## src/rtl/rom_burst_reader.sv

```systemverilog
// Burst reader for a DTI ROM read port: issues `count` consecutive addresses
// and streams the returned words out as a Queue (data + eot), credit-limited to DEPTH.
module rom_burst_reader #(
    parameter int W_DATA = 16,
    parameter int W_ADDR = 16,
    parameter int W_CNT  = 16,
    parameter int DEPTH  = 4
) (
    input  logic                    clk,
    input  logic                    rst,
    input  logic                    cmd_if_valid,
    input  logic [W_CNT+W_ADDR-1:0] cmd_if_data,
    output logic                    cmd_if_ready,
    output logic                    rd_addr_if_valid,
    output logic [W_ADDR-1:0]       rd_addr_if_data,
    input  logic                    rd_addr_if_ready,
    input  logic                    rd_data_if_valid,
    input  logic [W_DATA-1:0]       rd_data_if_data,
    output logic                    rd_data_if_ready,
    output logic                    dout_if_valid,
    output logic [W_DATA:0]         dout_if_data,
    input  logic                    dout_if_ready
);
    localparam int PW = $clog2(DEPTH);
    localparam int CW = PW + 1;

    typedef enum logic [1:0] {IDLE, ISSUE, DRAIN} state_t;

    state_t             state_q, state_d;
    logic               cmd_rdy_q, cmd_rdy_d;
    logic [W_ADDR-1:0]  addr_q, addr_d;
    logic [W_CNT-1:0]   cnt_q, cnt_d;
    logic [W_CNT-1:0]   iss_cnt_q, iss_cnt_d;
    logic [W_CNT-1:0]   out_cnt_q, out_cnt_d;
    logic [CW-1:0]      credit_q, credit_d;
    logic [PW:0]        wr_ptr_q, wr_ptr_d;
    logic [PW:0]        rd_ptr_q, rd_ptr_d;
    logic [W_DATA-1:0]  mem_q [DEPTH];

    logic cmd_hs, addr_hs, push, pop, empty, full, eot;

    assign cmd_hs  = cmd_if_valid & cmd_rdy_q;
    assign addr_hs = rd_addr_if_valid & rd_addr_if_ready;
    assign push    = rd_data_if_valid & rd_data_if_ready;
    assign pop     = dout_if_valid & dout_if_ready;
    assign empty   = (wr_ptr_q == rd_ptr_q);
    assign full    = (wr_ptr_q[PW] != rd_ptr_q[PW]) && (wr_ptr_q[PW-1:0] == rd_ptr_q[PW-1:0]);
    assign eot     = (out_cnt_q == cnt_q - W_CNT'(1));

    // Ready is registered so it is low throughout reset even though the FSM sits in IDLE.
    assign cmd_if_ready     = cmd_rdy_q;
    assign rd_addr_if_valid = (state_q == ISSUE) && (credit_q != '0);
    assign rd_addr_if_data  = addr_q;
    assign rd_data_if_ready = !full;
    assign dout_if_valid    = !empty;
    assign dout_if_data     = {eot, mem_q[rd_ptr_q[PW-1:0]]};

    always_comb begin
        state_d   = state_q;
        addr_d    = addr_q;
        cnt_d     = cnt_q;
        iss_cnt_d = iss_cnt_q;
        out_cnt_d = out_cnt_q;
        case (state_q)
            IDLE: begin
                if (cmd_hs) begin
                    addr_d    = cmd_if_data[W_ADDR-1:0];
                    cnt_d     = cmd_if_data[W_CNT+W_ADDR-1:W_ADDR];
                    iss_cnt_d = '0;
                    out_cnt_d = '0;
                    if (cmd_if_data[W_CNT+W_ADDR-1:W_ADDR] != '0)
                        state_d = ISSUE;
                end
            end
            ISSUE: begin
                if (addr_hs) begin
                    addr_d    = addr_q + W_ADDR'(1);
                    iss_cnt_d = iss_cnt_q + W_CNT'(1);
                    if (iss_cnt_q + W_CNT'(1) == cnt_q)
                        state_d = DRAIN;
                end
            end
            DRAIN: begin
                if (pop && eot)
                    state_d = IDLE;
            end
            default: state_d = IDLE;
        endcase
        if (pop)
            out_cnt_d = out_cnt_q + W_CNT'(1);
        cmd_rdy_d = (state_d == IDLE);
        // A slot is reserved at address issue and released only when the word leaves,
        // so the buffer always has room for everything in flight.
        credit_d  = credit_q - CW'(addr_hs) + CW'(pop);
        wr_ptr_d  = wr_ptr_q + {{PW{1'b0}}, push};
        rd_ptr_d  = rd_ptr_q + {{PW{1'b0}}, pop};
    end

    always_ff @(posedge clk or posedge rst) begin
        if (rst) begin
            state_q   <= IDLE;
            cmd_rdy_q <= 1'b0;
            addr_q    <= '0;
            cnt_q     <= '0;
            iss_cnt_q <= '0;
            out_cnt_q <= '0;
            credit_q  <= CW'(DEPTH);
            wr_ptr_q  <= '0;
            rd_ptr_q  <= '0;
        end else begin
            state_q   <= state_d;
            cmd_rdy_q <= cmd_rdy_d;
            addr_q    <= addr_d;
            cnt_q     <= cnt_d;
            iss_cnt_q <= iss_cnt_d;
            out_cnt_q <= out_cnt_d;
            credit_q  <= credit_d;
            wr_ptr_q  <= wr_ptr_d;
            rd_ptr_q  <= rd_ptr_d;
        end
    end

    always_ff @(posedge clk) begin
        if (push)
            mem_q[wr_ptr_q[PW-1:0]] <= rd_data_if_data;
    end
endmodule
```

## config.mk

```make
export PLATFORM = sky130hd
export DESIGN_NAME = rom_burst_reader
export DESIGN_NICKNAME = d
export VERILOG_FILES = /design/src/rtl/rom_burst_reader.sv
export SDC_FILE = /design/constraint.sdc
export NUM_CORES = 1
export LEC_CHECK = 0
export CAP_MARGIN = 20
export CORE_ASPECT_RATIO = 1.1
export CORE_MARGIN = 2
export CORE_UTILIZATION = 30
export DETAILED_ROUTE_END_ITERATION = 16
export PLACE_DENSITY = 0.59
export SYNTH_ARGS = -nofsm -noshare
export SYNTH_HDL_FRONTEND = slang
export SYNTH_SLANG_ARGS = --single-unit
```

## constraint.sdc

```tcl
create_clock -name clk -period 3.6 [get_ports clk]
set_input_delay 0.36 -clock clk [delete_from_list [all_inputs] [get_ports clk]]
set_output_delay 0.36 -clock clk [all_outputs]
set_load 0.02 [all_outputs]
```

Word-level counts from Yosys, hierarchy flattened --
Memories as Yosys holds them, arrays and structs flattened. Cells that the tools add are included.
Word-level totals: register bits 76, memory bits (writable) 64, input port bits 54, output and inout port bits 37, logic and storage cells 62, memories kept 1
Memories:
- mem_q | words 4, width 16, read ports 1, clocked after Yosys merged registers in 0, write ports 1, line 38 | logic [W_DATA-1:0] mem_q [DEPTH];
Cells by class: $add $sub $neg 8, equal/unequal tests 9, mux-type cells 16, bitwise logic cells 4, reduce and logical (&&, ||, !) cells 15
Operators with widths (number):
- 16-bit two-way mux | 6
- 16-bit one-hot mux with 2 select lines | 2
- 16-bit by 1-bit adder with 16-bit output (second input constant) | 3
- 16-bit == test | 2
- 16-bit nonzero test | 1
- 16-bit by 1-bit subtractor with 16-bit output (second input constant) | 1
- 2-bit two-way mux | 5
- 3-bit by 1-bit adder with 3-bit output | 3
- 2-bit one-hot mux with 3 select lines | 1
- 2-bit nonzero test | 3
- 1-bit AND | 4
- 2-bit zero test | 2
- 2-bit inequality test (second input constant) | 2
- 2-bit AND reduction | 2
- 3-bit == test | 1
- 1-bit logical AND | 3
- 3-bit AND reduction | 1
- 3-bit nonzero test | 1
- 3-bit by 1-bit subtractor with 3-bit output | 1
- 2-bit by 1-bit == test with 1-bit output (second input constant) | 1
- 2-bit == test | 1
- 2-bit == test (second input constant) | 1
- 1-bit zero test | 2
- 1-bit two-way mux | 2
- 1-bit inequality test | 1

Logic depth before layout (Yosys ltp) --
word-level depth 7, mapped depth 13, gate-level depth less buffers 11

Worst setup path after synthesis --
No wires, ideal clock.
kind register to register, from register state_q[1], to register credit_q[2], arrival time 2.847 ns, data required time 3.525 ns, slack 0.678 ns, cell stages (with the launch flop) 14, clock period less this slack 2.922 ns, path through dfrtp_1 -> nand2b_1 -> clkbuf_1 -> nor2_1 -> nand2_1 -> inv_1 -> clkbuf_1 -> ha_1 -> inv_1 -> ha_1 -> inv_1 -> fa_1 -> xnor2_1 -> xnor2_1
Between the ends: longest elaborated chain between the ends 5
RTL lines:
- start: declaration | line 29 | state_t state_q, state_d;
- start signal: assignment | line 111 | state_q <= state_d;
- 2-bit by 1-bit == test with 1-bit output | line 52 | assign rd_addr_if_valid = (state_q == ISSUE) && (credit_q != '0);
- 1-bit logical AND | line 52
- named net rd_addr_if_valid | line 14 | output logic rd_addr_if_valid,
- 1-bit AND | line 43 | assign addr_hs = rd_addr_if_valid & rd_addr_if_ready;
- 3-bit by 1-bit subtractor with 3-bit output | line 94 | credit_d = credit_q - CW'(addr_hs) + CW'(pop);
- 3-bit by 1-bit adder with 3-bit output | line 94
- named net credit_d[2] | line 35 | logic [CW-1:0] credit_q, credit_d;
- end signal: assignment | line 107 | credit_q <= CW'(DEPTH);
- end signal: assignment | line 117 | credit_q <= credit_d;
- end: declaration | line 35
The timed path passes the listed nets, and every way through them passes these cells. A chain may end at the register's enable or synchronous reset.

Final worst setup path --
from register cnt_q[1], to output dout_if_data[16]
Between the ends: longest elaborated chain between the ends 2
RTL lines:
- start: declaration | line 32 | logic [W_CNT-1:0] cnt_q, cnt_d;
- start signal: assignment | line 114 | cnt_q <= cnt_d;
- 16-bit by 1-bit subtractor with 16-bit output | line 48 | assign eot = (out_cnt_q == cnt_q - W_CNT'(1));
- 16-bit == test | line 48
- end: declaration | line 21 | output logic [W_DATA:0] dout_if_data,
No other way between the ends.

==> out/results.tsv <==
metric	value	unit
hold-fix buffers at CTS	0	
number of DRC markers in iteration 0	380	
final instance area	9000	um2
synth top area cells	edfxtp_1, dfrtp_1, nand2_1	
sequential-to-total area share from yosys stat	0.540	
Crit Path Max Fanout	5	
Port Buffers	90	
GPL Wtd Cong	0.845	
per-cell routed wire length	16.2	um
DRC violations left	0	
Slew @ Worst Pin	0.848	ns
DR top layer	met4	
placed cell area	8390	um2
vias in the first global route	5230	
Skew-Pair Late Insertion Delay	0.43	ns
first-pass GRT wire length	27500	um
fin util	0.391	
total congestion overflow	0	
CTS buffer count	17	
# rows	58	
final worst path period need	3.38	ns
number of antenna violations at the first check in global routing	0	
WL met3	976	um
Mean Syn Cell Area	10.7	um2
P_leak	3.41	nW
Antenna Cells	0	
P_int	4.61	mW
Sink Count	140	
Syn-to-layout area delta	27.2	%
DIE HEIGHT	165	um
DR vias	5464	
wl on met1	7950	um
synth unique cells	65	
crit path launch type	flop	
full die area	24800	um2
Flop pwr share	0.347	
Reg2Reg Depth	9	
Post-Synthesis Net Count	729	
Synth Cell Area	7080	um2
final hold vios	0	
Data arrival, critical path	3.02	ns
final setup fails	0	
asr flop ratio synth	0.543	
status	finished, final reports clean	
share of Yosys cell area claimed by the top area cell type	0.272	
Max Cap Viol	0	
CORE AREA	23000	um2
switch share	0.381	
largest net degree at the start of global routing	30	
die width	150	um
share of cells above drive strength 1	0.113	
worst reg2reg setup slack	0.82	ns
Critical R2R Capture	state_q[1]	
Comb pwr share	0.412	
Clock transition at path regs	0.06	ns
Final Slew Violations	0	
clk root buf	clkbuf_16	
Clk network pwr share	0.241	
#FFs+latches synth	140	
Max-slew headroom	0.435	
post-synth top area cell	edfxtp_1	
Final Cycle Share	0.938	
Total Nets Final	824	
Hold WC Path Type	input port to async pin	
Synth Flop Type	dfrtp_1	
most frequent cell after synthesis	nand2_1	
synth cell count leaders	nand2_1, dfrtp_1, edfxtp_1	
vias per cell	5.10	
Total GRT Usage	0.143	
Synth Instances	664	
DR pass1 iterations	5	
Pwr Density	827	nW/um2
crit path capture type	output pin	
Starting Density	0.308	
TritonCTS clock tree	yes	
clk_skew	0.00753	ns
dpl hpwl	12600	um
Max Fclk	296	MHz
yosys synthesis warning count	0	
Routed Wire Length	17300	um
Crit Path Class	flop to output pin	
worst reg2reg path startpoint	cnt_q[1]	
EDFF count, synth	64	
Fillers	2243	
Worst VDD drop	0.000326	V
sw power	2.83	mW
met2 wire len	8050	um
# IOs	91	
CP required	3.24	ns
CTS max path bufs	2	
H-tree depth	4	
Final ANT Viol Nets	0	
power by group through the flow:
stage          clock (mW)  sequential, mW  combinational [mW]
2_1_floorplan           0            2.54                2.02
3_3_place_gp            0            2.60                3.06
3_5_place_dp            0            2.61                3.09
4_1_cts              1.84            2.58                3.10
5_1_grt              1.91            2.65                3.39
6_report             1.79            2.58                3.07
per-stage QoR:
step	std cells	hold WS (ns)	power [mW]	TNS (ns)	worst slack [ns]
finish	1072	0.286	7.44	0	0.222
global route	1072	0.317	7.94	-0.00669	-0.00669
CTS	1072	0.291	7.52	0	0.0120
detailed placement	1040	0.487	5.70	0	0.138
global placement	1040	0.478	5.66	0	0.176
floorplan	664	0.459	4.56	0	0.678
final cells by class:
class / instances / area, um2 / share of cell area
Tap cell: 300 / 375 / 0.0417
Clock buffer: 18 / 429 / 0.0477
Clock inverter: 14 / 174 / 0.0193
Sequential cell: 140 / 3820 / 0.425
Inverter: 16 / 61.3 / 0.00681
Timing Repair Buffer: 115 / 1080 / 0.120
Multi-Input combinational cell: 469 / 3050 / 0.339
what timing repair did:
action | in CTS | in global routing
endpoints found under the hold margin | 0 | 0
gates resized for setup | 3 | 2
setup buffers | 0 | 0
endpoints found under the setup margin | 1 | 1
how the worst max path moves through the flow:
| stage | from | slack (ns) | end | cells past startpoint |
|---|---|---|---|---|
| final | cnt_q[1] | 0.22 | dout_if_data[16] | 9 |
| after global routing | cnt_q[1] | -0.007 | dout_if_data[16] | 9 |
| after CTS | cnt_q[1] | 0.01 | dout_if_data[16] | 9 |
| after floorplan | state_q[1] | 0.68 | credit_q[2] | 13 |
| after global placement | cnt_q[1] | 0.18 | dout_if_data[16] | 9 |
| after detailed placement | cnt_q[1] | 0.14 | dout_if_data[16] | 9 |
cell usage in the layout (no fill, tap or decap), types with 6 or more instances in the layout:
cell type	instances
mux4_2	16
nand3_1	42
xor2_1	17
nor2_1	37
clkbuf_16	17
a21oi_1	26
nor4_1	11
mux2i_1	6
buf_4	25
xnor2_1	28
ha_1	10
o21ai_0	51
clkdlybuf4s50_1	89
dfrtp_1	75
nor3_1	16
and3_1	10
o31ai_1	6
inv_1	15
nand2_1	100
nand4_1	11
edfxtp_1	64
sequential cells by signal, summed over array words and instances (netlist names):
| signal | cells |
|---|---|
| cmd_if_ready | 1 |
| wr_ptr_q | 3 |
| rd_addr_if_data | 16 |
| out_cnt_q | 16 |
| iss_cnt_q | 16 |
| cnt_q | 16 |
| credit_q | 3 |
| mem_q | 64 |
| rd_ptr_q | 3 |
| state_q | 2 |
cell families (layout without fill, tap and decap cells):
kind of cell,Yosys count,count (layout),share of synthesized area
AND/OR/NAND/NOR,263,263,0.180
flip-flops,140,140,0.540
AO/OA/AOI/OAI,127,127,0.111
buffers and inverters,55,163,0.0311
XOR/XNOR,45,45,0.0557
multiplexers,23,23,0.0610
adder cells (fa/ha/maj),11,11,0.0205
worst max-delay path: stages, from the launching register on:
cell and delay [ns]:
dfrtp_1 0.42, inv_1 0.09, ha_1 0.16, or4b_1 0.47, o41a_1 0.35, or3_1 0.33
a211oi_2 0.23, o2111ai_2 0.18, nor2_2 0.17, clkbuf_2 0.19
per-layer routing:
metal / track usage / vias up
met3: 0.0319 / 24
met2: 0.223 / 145
met4: 0.0540 / 0
met1: 0.195 / 2654
met5: 0 / -
li1: - / 2641
Power figures use the tool's default switching activity.
